<file path="config.mk">
export PLATFORM = sky130hd
export DESIGN_NAME = mha_score_core
export DESIGN_NICKNAME = d
export VERILOG_FILES = /design/src/rtl/mha_score_core.sv
export SDC_FILE = /design/constraint.sdc
export NUM_CORES = 1
export LEC_CHECK = 0
export ABC_CLOCK_PERIOD_IN_PS = 4900
export CAP_MARGIN = 20
export CORE_MARGIN = 4
export CORE_UTILIZATION = 35
export CTS_CLUSTER_DIAMETER = 50
export DETAILED_ROUTE_END_ITERATION = 10
export SLEW_MARGIN = 20
export SYNTH_ARGS = -nofsm -noshare
export SYNTH_HDL_FRONTEND = slang
export SYNTH_SLANG_ARGS = --single-unit
</file>
<file path="constraint.sdc">
create_clock -name clk -period 4.9 [get_ports clk]
set_input_delay 0.98 -clock clk [delete_from_list [all_inputs] [get_ports clk]]
set_output_delay 0.98 -clock clk [all_outputs]
set_load 0.005 [all_outputs]
</file>
<file path="src/rtl/mha_score_core.sv">
// Attention-score engine: computes S = Q x K^T for constant 4x4 Q and K on an
// output-stationary systolic array, then streams S out one row per cycle.
module mha_score_core #(
   parameter int                 N      = 4,
   parameter int                 DW     = 8,
   parameter int                 AW     = 19,
   parameter logic [N*N*DW-1:0]  Q_INIT = 128'h100F0E0D0C0B0A090807060504030201,
   parameter logic [N*N*DW-1:0]  K_INIT = 128'h01000000000100000000010000000001
) (
   input  logic            clk,
   input  logic            reset,
   output logic [N*AW-1:0] acc_out,
   output logic            out_valid,
   output logic [1:0]      out_row,
   output logic            done
);

   localparam logic [1:0] S_IDLE  = 2'd0;
   localparam logic [1:0] S_FEED  = 2'd1;
   localparam logic [1:0] S_DRAIN = 2'd2;
   localparam logic [1:0] S_DONE  = 2'd3;

   // Last feed step: N operand steps plus 2(N-1) cycles of skew, counted from 0.
   localparam logic [3:0] FEED_LAST = 4'(2*N+1);

   logic [1:0]      state_q,     state_d;
   logic [3:0]      cnt_q,       cnt_d;
   logic [N*AW-1:0] acc_out_q,   acc_out_d;
   logic            out_valid_q, out_valid_d;
   logic [1:0]      out_row_q,   out_row_d;
   logic            done_q,      done_d;

   logic [DW-1:0]   a_q   [N][N];
   logic [DW-1:0]   a_d   [N][N];
   logic [DW-1:0]   b_q   [N][N];
   logic [DW-1:0]   b_d   [N][N];
   logic [2*DW-1:0] prod  [N][N];
   logic [AW-1:0]   acc_q [N][N];
   logic [AW-1:0]   acc_d [N][N];

   logic [1:0]      row_sel;
   logic [N*AW-1:0] row_data;

   function automatic logic [DW-1:0] elem(input logic [N*N*DW-1:0] m, input int r, input int c);
      return m[(r*N+c)*DW +: DW];
   endfunction

   // a_d/b_d are both the next operand registers and the PE multiplier inputs.
   always_comb begin
      for (int i = 0; i < N; i++) begin
         int k;
         k         = int'(cnt_q) - i;
         a_d[i][0] = '0;
         b_d[0][i] = '0;
         if (state_q == S_FEED && k >= 0 && k < N) begin
            a_d[i][0] = elem(Q_INIT, i, k);
            b_d[0][i] = elem(K_INIT, i, k);
         end
         for (int j = 1; j < N; j++) begin
            a_d[i][j] = a_q[i][j-1];
            b_d[j][i] = b_q[j-1][i];
         end
      end
      for (int i = 0; i < N; i++) begin
         for (int j = 0; j < N; j++) begin
            prod[i][j]  = (2*DW)'(a_d[i][j]) * (2*DW)'(b_d[i][j]);
            acc_d[i][j] = acc_q[i][j] + AW'(prod[i][j]);
         end
      end
   end

   // Row presented on the next drain edge: row 0 when leaving FEED, else the following row.
   always_comb begin
      row_sel  = (state_q == S_FEED) ? 2'd0 : out_row_q + 2'd1;
      row_data = '0;
      for (int c = 0; c < N; c++) begin
         row_data[c*AW +: AW] = acc_q[row_sel][c];
      end
   end

   always_comb begin
      // NOTE: every output of this block gets a default first so no path can infer a latch.
      state_d     = state_q;
      cnt_d       = cnt_q;
      acc_out_d   = acc_out_q;
      out_valid_d = out_valid_q;
      out_row_d   = out_row_q;
      done_d      = done_q;
      case (state_q)
         S_IDLE: begin
            state_d = S_FEED;
            cnt_d   = '0;
         end
         S_FEED: begin
            if (cnt_q == FEED_LAST) begin
               state_d     = S_DRAIN;
               out_valid_d = 1'b1;
               out_row_d   = 2'd0;
               acc_out_d   = row_data;
            end else begin
               cnt_d = cnt_q + 4'd1;
            end
         end
         S_DRAIN: begin
            if (out_row_q == 2'(N-1)) begin
               state_d     = S_DONE;
               out_valid_d = 1'b0;
               done_d      = 1'b1;
            end else begin
               out_row_d = row_sel;
               acc_out_d = row_data;
            end
         end
         default: ;
      endcase
   end

   // NOTE: the PE and skew arrays are real datapath state that a restart depends on, so
   // they are cleared by reset like any other flop; they are not a RAM.
   always_ff @(posedge clk or negedge reset) begin
      if (!reset) begin
         state_q     <= S_IDLE;
         cnt_q       <= '0;
         acc_out_q   <= '0;
         out_valid_q <= 1'b0;
         out_row_q   <= '0;
         done_q      <= 1'b0;
         for (int i = 0; i < N; i++) begin
            for (int j = 0; j < N; j++) begin
               a_q[i][j]   <= '0;
               b_q[i][j]   <= '0;
               acc_q[i][j] <= '0;
            end
         end
      end else begin
         // NOTE: non-blocking assignments keep every flop sampling pre-edge values.
         state_q     <= state_d;
         cnt_q       <= cnt_d;
         acc_out_q   <= acc_out_d;
         out_valid_q <= out_valid_d;
         out_row_q   <= out_row_d;
         done_q      <= done_d;
         for (int i = 0; i < N; i++) begin
            for (int j = 0; j < N; j++) begin
               a_q[i][j]   <= a_d[i][j];
               b_q[i][j]   <= b_d[i][j];
               acc_q[i][j] <= acc_d[i][j];
            end
         end
      end
   end

   assign acc_out   = acc_out_q;
   assign out_valid = out_valid_q;
   assign out_row   = out_row_q;
   assign done      = done_q;

endmodule

</file>
==> out/results.ini, run 1 <==
[global_route]
grt_max_degree=86
antenna_found_initial=1
grt_pass1_wl_mm=117
grt_usage_pct=14.4
grtUsageMet1_pct=19.1
grtUsageMet3_pct=2.33
grt-ovfl-total=0
grt.busiest_layer=met2
grt_pass1_vias=23700
met2_usage_pct=24.8

[finish]
layout_common_cells=inv_1 (515), dfrtp_1 (460), ha_1 (448)
finish.utilization_pct=42.4
fillers=9178
seq_area_mm2=0.0116
final_nets=4382
layout_commonest_cell=inv_1
n_antenna_cell=0
multiInputGateArea_mm2=0.0206
drive_gt1_share_pct=8.08
syn2layout_area_growth_pct=19.8
design_area_mm2=0.0397

[floorplanning]
dieArea_mm2=0.0996
die_x_um=316
core_mm2=0.0936
io_pins=82
placementRows=112
initial_core_util_pct=35.4
die_h_um=316

[critical_path]
start_kind=flip-flop
critPathRequiredTime_ns=5.39
crit_type=flip-flop to flip-flop
crit_path_max_fanout=5
end_kind=flip-flop
crit_arrival_ns=5.14

[synth]
syn_area_per_cell_um2=10.1
synth-edff-count=0
synth_warnings=0
synth_top_flop_cell=dfrtp_1
syn-cell-area_mm2=0.0331
syn_inst=3286
synth.distinct_cells=74
synth-async-reset-ratio_pct=100
synth-seq-cells=462
seq_area_frac_synth_pct=34.9

[placement]
place_ws_ns=0.0258
dp_hpwl_mm=53.1
place_congestion=0.787
port_buffers=81
place_area_mm2=0.0367

[route]
wl_per_cell_um=13.8
ant_nets=0
drc=0
num_vias=22600
drt-total-wl_mm=69.3
drt-initial-drc-count=806
viasPerCell=4.50
first_pass_iters=5

[sta]
setup_tns_ns=0
hold_viol_final=0
finClkSkew_ns=0.0254
worst_slack_ns=0.248
fmax_mhz=215
min_period_ns=4.65
rsz0062_at_grt=yes
slew_headroom_pct=49.7
worst_pin_slew_ns=0.754
fin_crit_sh_pct=94.9
report.final.slew_viol_count=0
setup_violations=0

[cts]
cts_sinks=462
hold_buffers=0
clock_latency_ns=0.62
numCtsBuffers=77
clk_pin_slew_ns=0.06
clk_path_buf_depth=3
root_buffer=clkbuf_16
htreeDepth=3
cts_tree=built

[power]
p_leak_nw=20.7
powerDensity_mw_per_mm2=641
peakVddDrop_mv=0.274
total_power_mw=25.4

[run]
cap_violations=0

[hold_path]
hold_class=flip-flop to flip-flop

[run_status]
status=completed

## what timing repair did
| item | CTS | global route |
|---|---|---|
| buffers inserted | 0 | 4 |
| gates resized for setup | 0 | 30 |
| setup endpoints to repair | 0 | 46 |
## state kept, by name (all words and copies together) (netlist names)
| signal | flops |
|---|---|
| state_q | 2 |
| a_d | 60 |
| acc_q | 304 |
| done | 1 |
| out_row | 2 |
| b_d | 12 |
| out_valid | 1 |
| cnt_q | 4 |
| acc_out | 76 |
## metal layers
metal	vias up	wire [µm]	part of all wire, %
li1	11300	-	-
met1	11000	32100	46
met2	236	33600	48
met3	84	2420	3.5
met4	2	1190	1.7
met5	-	69	0.10
## layout make-up
type,count,share of cell area [%]
Timing Repair Buffer,127,3.23
Clock buffer,92,5.39
Inverter,519,4.91
Sequential cell,462,29.2
Multi-Input combinational cell,2523,51.9
Clock inverter,50,1.45
Tap cell,1254,3.96
## path summary, 6_finish.rpt
check / slack, ns / cells past startpoint / end / startpoint
max: 0.25 / 22 / acc_q[281] / cnt_q[1]
min: 0.37 / 0 / a_d[44] / a_d[52]
max reg2reg: 0.25 / 22 / acc_q[281] / cnt_q[1]
min reg2reg: 0.37 / 0 / a_d[44] / a_d[52]
max in group asynchronous: 3.35 / 2 / acc_q[47] / reset
min in group asynchronous: 0.39 / 1 / acc_out[10] / reset
## per-stage QoR
stage	instances	hold WS, ns
after global placement	4878	0.356
after CTS	5020	0.371
after detailed placement	4878	0.357
after floorplan	3583	0.346
after global routing	5027	0.383
final	5027	0.371
## synthesized netlist by cell type (all sizes together), types with 23 or more instances
| library cell | number | share of area, % |
|---|---|---|
| dfrtp | 462 | 35 |
| nand2 | 310 | 3.5 |
| o21ai | 223 | 3.4 |
| xnor2 | 136 | 3.6 |
| a21o | 40 | 0.91 |
| nor2b | 28 | 0.55 |
| mux2 | 61 | 2.1 |
| o211ai | 23 | 0.52 |
| clkbuf | 59 | 0.67 |
| nand3 | 101 | 1.5 |
| ha | 454 | 17 |
| and2 | 56 | 1.1 |
| inv | 519 | 5.9 |
| o21bai | 25 | 0.57 |
| xor2 | 73 | 1.9 |
| a21oi | 124 | 1.9 |
| nor2 | 139 | 1.6 |
| and3 | 33 | 0.62 |
| fa | 216 | 13 |
## power breakdown
part	internal [mW]	total, mW	leakage [nW]	switching (mW)
clock	3.50	5.62	1.32	2.12
combinational	6.48	14.1	13.6	7.66
sequential	5.01	5.65	5.77	0.643
## cell families (layout without fill, tap and decap cells)
family                     count (synthesis)  after routing  synth area share, %
DFF                                      462            462                 34.9
xor gates and xnor gates                 209            209                 5.53
and+or+nand+nor                          743            743                 10.3
other                                      2            299               0.0227
AOI/OAI and AO/OA                        536            536                 9.81
muxes                                     66             66                 2.34
buffers and inverters                    598            788                 6.83
adders and majority gates                670            670                 30.2
## critical path, cell delays in order, from the launching register on
cell and delay, ns:
dfrtp_2 0.43, inv_2 0.09, ha_2 0.19, a21boi_4 0.21, xnor2_2 0.14, inv_1 0.10, ha_4 0.28, mux4_2 0.48
nor2b_2 0.19, and2_1 0.17, ha_1 0.17, ha_1 0.29, ha_1 0.27, ha_1 0.15, inv_1 0.06, fa_2 0.39
inv_1 0.06, a21oi_1 0.06, o21bai_1 0.18, a21o_1 0.16, nor2b_4 0.17, nand3_1 0.11, xnor2_1 0.14
(Power assumes the default switching activity.)
==> run 2, diff against run 1 <==
Settings changed: CORE_MARGIN 4 to unset.
==> run 2 against run 1 <==
Net effect:
- wire length decreased by 0.77%
- worst hold slack got worse by 0.027 ns
- sequential power is essentially flat
- die area fell by 3.8%
- highest routed layer unchanged
- cell area down 0.18%
- non-clock buffer count decreased by 2
- sequential cell count unchanged
- clock-buffer cell count grew 1
- total power shrank 0.52%
- clock power about the same
- critical path depth down 3
- clock skew up 0.0036 ns
==> out/results.ini, run 2 (synthesis gave the netlist of run 1 again) <==
[cts]
hold_buffers=0  ; unchanged
clk_pin_slew_ns=0.05  ; about the same
cts_sinks=462  ; unchanged
clk_path_buf_depth=3  ; unchanged
clock_latency_ns=0.63  ; about the same
numCtsBuffers=79  ; +2.6%
htreeDepth=3  ; unchanged
cts_tree=built
root_buffer=clkbuf_16

[placement]
dp_hpwl_mm=53.0  ; -0.21%
place_congestion=0.837  ; +6.4%
port_buffers=81  ; unchanged
place_ws_ns=0.00164  ; -0.0242 ns
numPlacedInstances=4880  ; +0.041%

[finish]
syn2layout_area_growth_pct=19.6
final_nets=4382  ; unchanged
layout_common_cells=inv_1 (515), dfrtp_1 (459), ha_1 (449)
final_cells=5024  ; -0.060%
finish.utilization_pct=42.4  ; about the same
n_antenna_cell=0  ; unchanged
drive_gt1_share_pct=7.96  ; -0.13 points
top_register=acc_q
layout_commonest_cell=inv_1
largest_reg_flops=304  ; unchanged

[sta]
report.final.slew_viol_count=0  ; unchanged
finClkSkew_ns=0.0290  ; +0.00364 ns
worst_slack_ns=0.239  ; -0.00898 ns
min_period_ns=4.66  ; +0.00898 ns
setup_violations=0  ; unchanged
fmax_mhz=215  ; -0.19%
slew_headroom_pct=28.8  ; -21 points
hold_viol_final=0  ; unchanged
fin_crit_sh_pct=95.1  ; +0.18 points
worst_pin_slew_ns=1.07  ; +0.315 ns

[global_route]
grt_pass1_vias=23600  ; -0.38%
grtUsageMet3_pct=2.87  ; +0.54 points
grtUsageMet1_pct=19.5  ; +0.38 points
grt.busiest_layer=met2
met2_usage_pct=25.5  ; +0.76 points
grt_usage_pct=15.1  ; +0.69 points
grt-ovfl-total=0  ; unchanged
grt_pass1_wl_mm=117  ; -0.47%
antenna_found_initial=3  ; +2
grt_max_degree=112  ; +30%

[critical_path]
crit_arrival_ns=5.16  ; +0.02 ns
crit_path_max_fanout=8  ; +3
crit_type=flip-flop to flip-flop
r2r_end=acc_q[241]
start_kind=flip-flop
endpoint=acc_q[241]
critPathRequiredTime_ns=5.40  ; about the same
rrSetupSlack_ns=0.24  ; about the same
reg2reg_depth=19  ; -14%
end_kind=flip-flop
timing.rr.start=cnt_q[1]
worstSetupStartpoint=cnt_q[1]

[floorplanning]
placementRows=112  ; unchanged
io_pins=82  ; unchanged
dieArea_mm2=0.0958  ; -3.8%
core_mm2=0.0935  ; -0.15%
die_x_um=310  ; -1.9%
die_h_um=310  ; -1.9%
initial_core_util_pct=35.4  ; +0.053 points

[run_status]
status=completed

[route]
drt-total-wl_mm=68.8  ; -0.77%
ant_nets=0  ; unchanged
first_pass_iters=5  ; unchanged
drt-initial-drc-count=777  ; -3.6%
wl_per_cell_um=13.7  ; -0.71%
viasPerCell=4.51  ; +0.20%
drc=0  ; unchanged
num_vias=22600  ; +0.14%

[power]
powerDensity_mw_per_mm2=639  ; -0.33%
p_leak_nw=20.6  ; -0.24%
peakVddDrop_mv=0.296  ; +8.1%

[hold_path]
hold_class=primary input to asynchronous set/reset pin

[run]
cap_violations=0  ; unchanged

run 2: cell count changes in the layout (fill, tap and decap cells not counted), sizes merged:
cell	before	now
clkinv	21	18
inv	535	534
clkbuf	92	93
buf	47	45
bufinv	6	7
clkinvlp	7	8
run 2: routing by layer:
layer | up-vias | share of wire [%]
li1 | 11300 | -
met1 | 11000 | 45
met2 | 228 | 48
met3 | 111 | 3.7
met4 | 2 | 2.8
met5 | - | 0.019
run 2: what timing repair did:
action | in CTS | in global routing
buffers inserted | 0 | 3
setup endpoints to repair | 4 | 35
gates resized for setup | 1 | 32
pin swaps | 0 | 5
run 2: how the worst min path moves through the flow:
stage	from	endpoint	slack, ns	cells past startpoint
2_1_floorplan	a_d[8]	a_d[0]	0.35	0
3_3_place_gp	a_d[44]	a_d[36]	0.36	0
3_5_place_dp	a_d[73]	a_d[65]	0.36	0
4_1_cts	reset	acc_q[111]	0.33	1
5_1_grt	reset	acc_q[111]	0.36	1
6_report	reset	acc_q[111]	0.34	1
run 2: worst max-delay path, cell delays in order (launching register included):
cell	delay, ns
dfrtp_2	0.43
ha_1	0.23
a21oi_2	0.19
xnor2_2	0.11
ha_4	0.31
mux4_2	0.49
nor2b_4	0.16
and2_1	0.19
ha_1	0.28
ha_1	0.28
ha_1	0.18
ha_1	0.24
fa_2	0.41
a21o_1	0.20
a21oi_2	0.17
nor2b_1	0.08
o211ai_1	0.19
inv_1	0.09
and2_1	0.17
xor2_1	0.13
run 2: through the flow:
| stage | hold WS (ns) | cell area, µm² | total power [mW] | TNS, ns |
|---|---|---|---|---|
| detailed placement | 0.355 | 36700 | 19.5 | 0 |
| CTS | 0.329 | 39400 | 25.3 | 0 |
| global placement | 0.357 | 36700 | 19.2 | 0 |
| finish | 0.344 | 39600 | 25.3 | 0 |
| floorplan | 0.346 | 34300 | 16.7 | -0.0130 |
| global route | 0.362 | 39600 | 28.0 | -0.207 |
run 2: final cells by class:
class	count	area (µm²)
timing repair buffer	125	1210
clock inverter	48	539
clock buffer	93	2150
fill	9081	53900
sequential	462	11600
multi-input combinational	2523	20600
inverter	519	1950
tap	1254	1570
run 2: where the power goes:
group | total, mW | internal [mW] | switching, mW | leakage [nW]
Combinational | 14.0 | 6.46 | 7.52 | 13.5
Sequential | 5.67 | 5.01 | 0.658 | 5.77
Clock | 5.63 | 3.55 | 2.08 | 1.31
==> run 3, diff against run 2 <==
Settings changed: ABC_CLOCK_PERIOD_IN_PS 4900 to 4200.
Clock period 4.9 ns to 4.2 ns, I/O delays scaled along.
==> run 3 against run 2 <==
Net effect:
- the run now ends with setup timing left
- worst hold slack got worse by 0.12 ns
- maximum frequency rose by 8.3%
- via count rose by 2.4%
- sequential cell count did not move
- cell area rose by 6.7%
- global-route usage rose by 0.53 points
- setup slack got worse by 0.34 ns
- largest power group unchanged
==> out/results.ini, run 3 (synthesis gave the netlist of run 1 again) <==
[run_status]
status=complete, but fails checks
violations=setup timing

[route]
viasPerCell=4.50  ; -0.14%
drc=0  ; unchanged
first_pass_iters=5  ; unchanged
wl_per_cell_um=14.2  ; +3.4%
num_vias=23200  ; +2.4%
drt-total-wl_mm=72.9  ; +6.1%
drt-initial-drc-count=911  ; +17%
ant_nets=0  ; unchanged

[floorplanning]
io_pins=82  ; unchanged
die_x_um=310  ; unchanged
core_mm2=0.0935  ; unchanged
dieArea_mm2=0.0958  ; unchanged
die_h_um=310  ; unchanged
initial_core_util_pct=35.4  ; unchanged
placementRows=112  ; unchanged

[finish]
design_area_mm2=0.0422  ; +6.7%
final_nets=4505  ; +2.8%
final_cells=5152  ; +2.5%
layout_commonest_cell=inv_1
top_register=acc_q
drive_gt1_share_pct=17.1  ; +9.2 points
syn2layout_area_growth_pct=27.6
layout_common_cells=inv_1 (501), dfrtp_1 (456), ha_1 (377)
largest_reg_flops=304  ; unchanged

[sta]
rsz0062_at_grt=yes
worst_pin_slew_ns=0.702  ; -0.367 ns
min_period_ns=4.30  ; -0.357 ns
setup_violations=11  ; +11
hold_viol_final=0  ; unchanged
fin_crit_sh_pct=102  ; +7.4 points
slew_headroom_pct=53.2  ; +24 points
report.final.slew_viol_count=0  ; unchanged
finClkSkew_ns=0.0340  ; +0.00505 ns
worst_slack_ns=-0.104  ; -0.343 ns
setup_tns_ns=-0.503  ; -0.503 ns
timing.hold.ws_ns=0.219  ; -0.125 ns
fmax_mhz=232  ; +8.3%

[power]
p_leak_nw=21.4  ; +3.6%
peakVddDrop_mv=0.372  ; +26%
powerDensity_mw_per_mm2=723  ; +13%

[critical_path]
timing.rr.start=cnt_q[2]
crit_type=flip-flop to flip-flop
crit_path_max_fanout=7  ; -1
r2r_end=acc_q[281]
end_kind=flip-flop
start_kind=flip-flop
reg2reg_depth=22  ; +3
rrSetupSlack_ns=-0.10  ; -0.34 ns
crit_arrival_ns=4.81  ; -0.35 ns
critPathRequiredTime_ns=4.71  ; -0.69 ns

[run]
cap_violations=0  ; unchanged

[cts]
clk_pin_slew_ns=0.06  ; about the same
cts_sinks=462  ; unchanged
clk_path_buf_depth=3  ; unchanged
htreeDepth=3  ; unchanged
cts_tree=built
root_buffer=clkbuf_16
numCtsBuffers=77  ; -2.5%
clock_latency_ns=0.64  ; about the same

[placement]
port_buffers=81  ; unchanged
dp_hpwl_mm=54.9  ; +3.5%
place_area_mm2=0.0378  ; +2.8%
place_congestion=0.804  ; -3.9%
numPlacedInstances=4959  ; +1.6%

[global_route]
grt_pass1_vias=24300  ; +3.0%
grt-ovfl-total=0  ; unchanged
antenna_found_initial=2  ; -1
grt_pass1_wl_mm=120  ; +3.1%
grt_max_degree=93  ; -17%
grt_usage_pct=15.6  ; +0.53 points

[hold_path]
hold_class=primary input to asynchronous set/reset pin

[run 3: cell types whose count changed in the layout (fill, tap and decap cells not counted), moves of 14 or more]
cell / before / now
buf_4: 38 / 140
ha_1: 449 / 377
inv_1: 515 / 501
a21oi_1: 116 / 80
a21oi_2: 7 / 37
nor2_1: 137 / 112
buf_6: 1 / 18
ha_4: 4 / 65
[run 3: metrics by stage]
| stage | utilization, % | total power [mW] | worst slack, ns |
|---|---|---|---|
| floorplan | - | 19.4 | -0.221 |
| global placement | 40.4 | 22.8 | -0.250 |
| detailed placement | 40.4 | 23.1 | -0.286 |
| CTS | 43.9 | 29.8 | -0.0938 |
| global route | 45.2 | 33.8 | -0.309 |
| finish | 45.2 | 30.5 | -0.104 |
[run 3: repair_timing]
item	in CTS	in global routing
gates resized for setup	81	205
endpoints found under the setup margin	65	108
hold buffers	0	0
setup buffers	21	30
pin swaps	62	149
[run 3: final cells by class]
cell class | count | area, µm²
fill | 8850 | 51200
multi-input combinational | 2523 | 22200
sequential | 462 | 11600
timing repair buffer | 250 | 2290
clock buffer | 86 | 2020
inverter | 519 | 1960
tap | 1254 | 1570
clock inverter | 57 | 597
antenna | 1 | 2.50
[run 3: power by group]
part / internal [mW] / switching (mW)
Sequential: 5.85 / 0.762
Clock: 3.79 / 2.60
Combinational: 8.17 / 9.38
[run 3: worst max-delay path, cell delays in order, from the launching register on]
cell and delay, ns:
dfrtp_2 0.44, inv_4 0.10, ha_4 0.13, a21boi_4 0.20, xnor2_2 0.14, inv_2 0.06
ha_4 0.27, mux4_2 0.49, nor2b_4 0.17, nand2_1 0.09, xnor2_1 0.17, ha_4 0.25
ha_4 0.27, ha_4 0.14, inv_2 0.04, fa_2 0.34, inv_2 0.06, a21oi_2 0.05
o21bai_1 0.18, a21o_1 0.18, nor2b_4 0.19, nand3_2 0.09, xnor2_1 0.13
[run 3: routing by layer]
metal,global-route usage [%],share of wire [%]
met5,0,0.011
met4,5.34,2.8
met2,26.2,49
met3,2.45,3.1
met1,20.4,45
[run 3: worst max path at each step]
| stage | from | to | slack, ns |
|---|---|---|---|
| after floorplan | cnt_q[1] | acc_q[281] | -0.22 |
| after global placement | cnt_q[1] | acc_q[241] | -0.25 |
| after detailed placement | cnt_q[1] | acc_q[241] | -0.29 |
| after CTS | cnt_q[2] | acc_q[241] | -0.09 |
| after global routing | cnt_q[2] | acc_q[241] | -0.31 |
| final | cnt_q[2] | acc_q[281] | -0.10 |
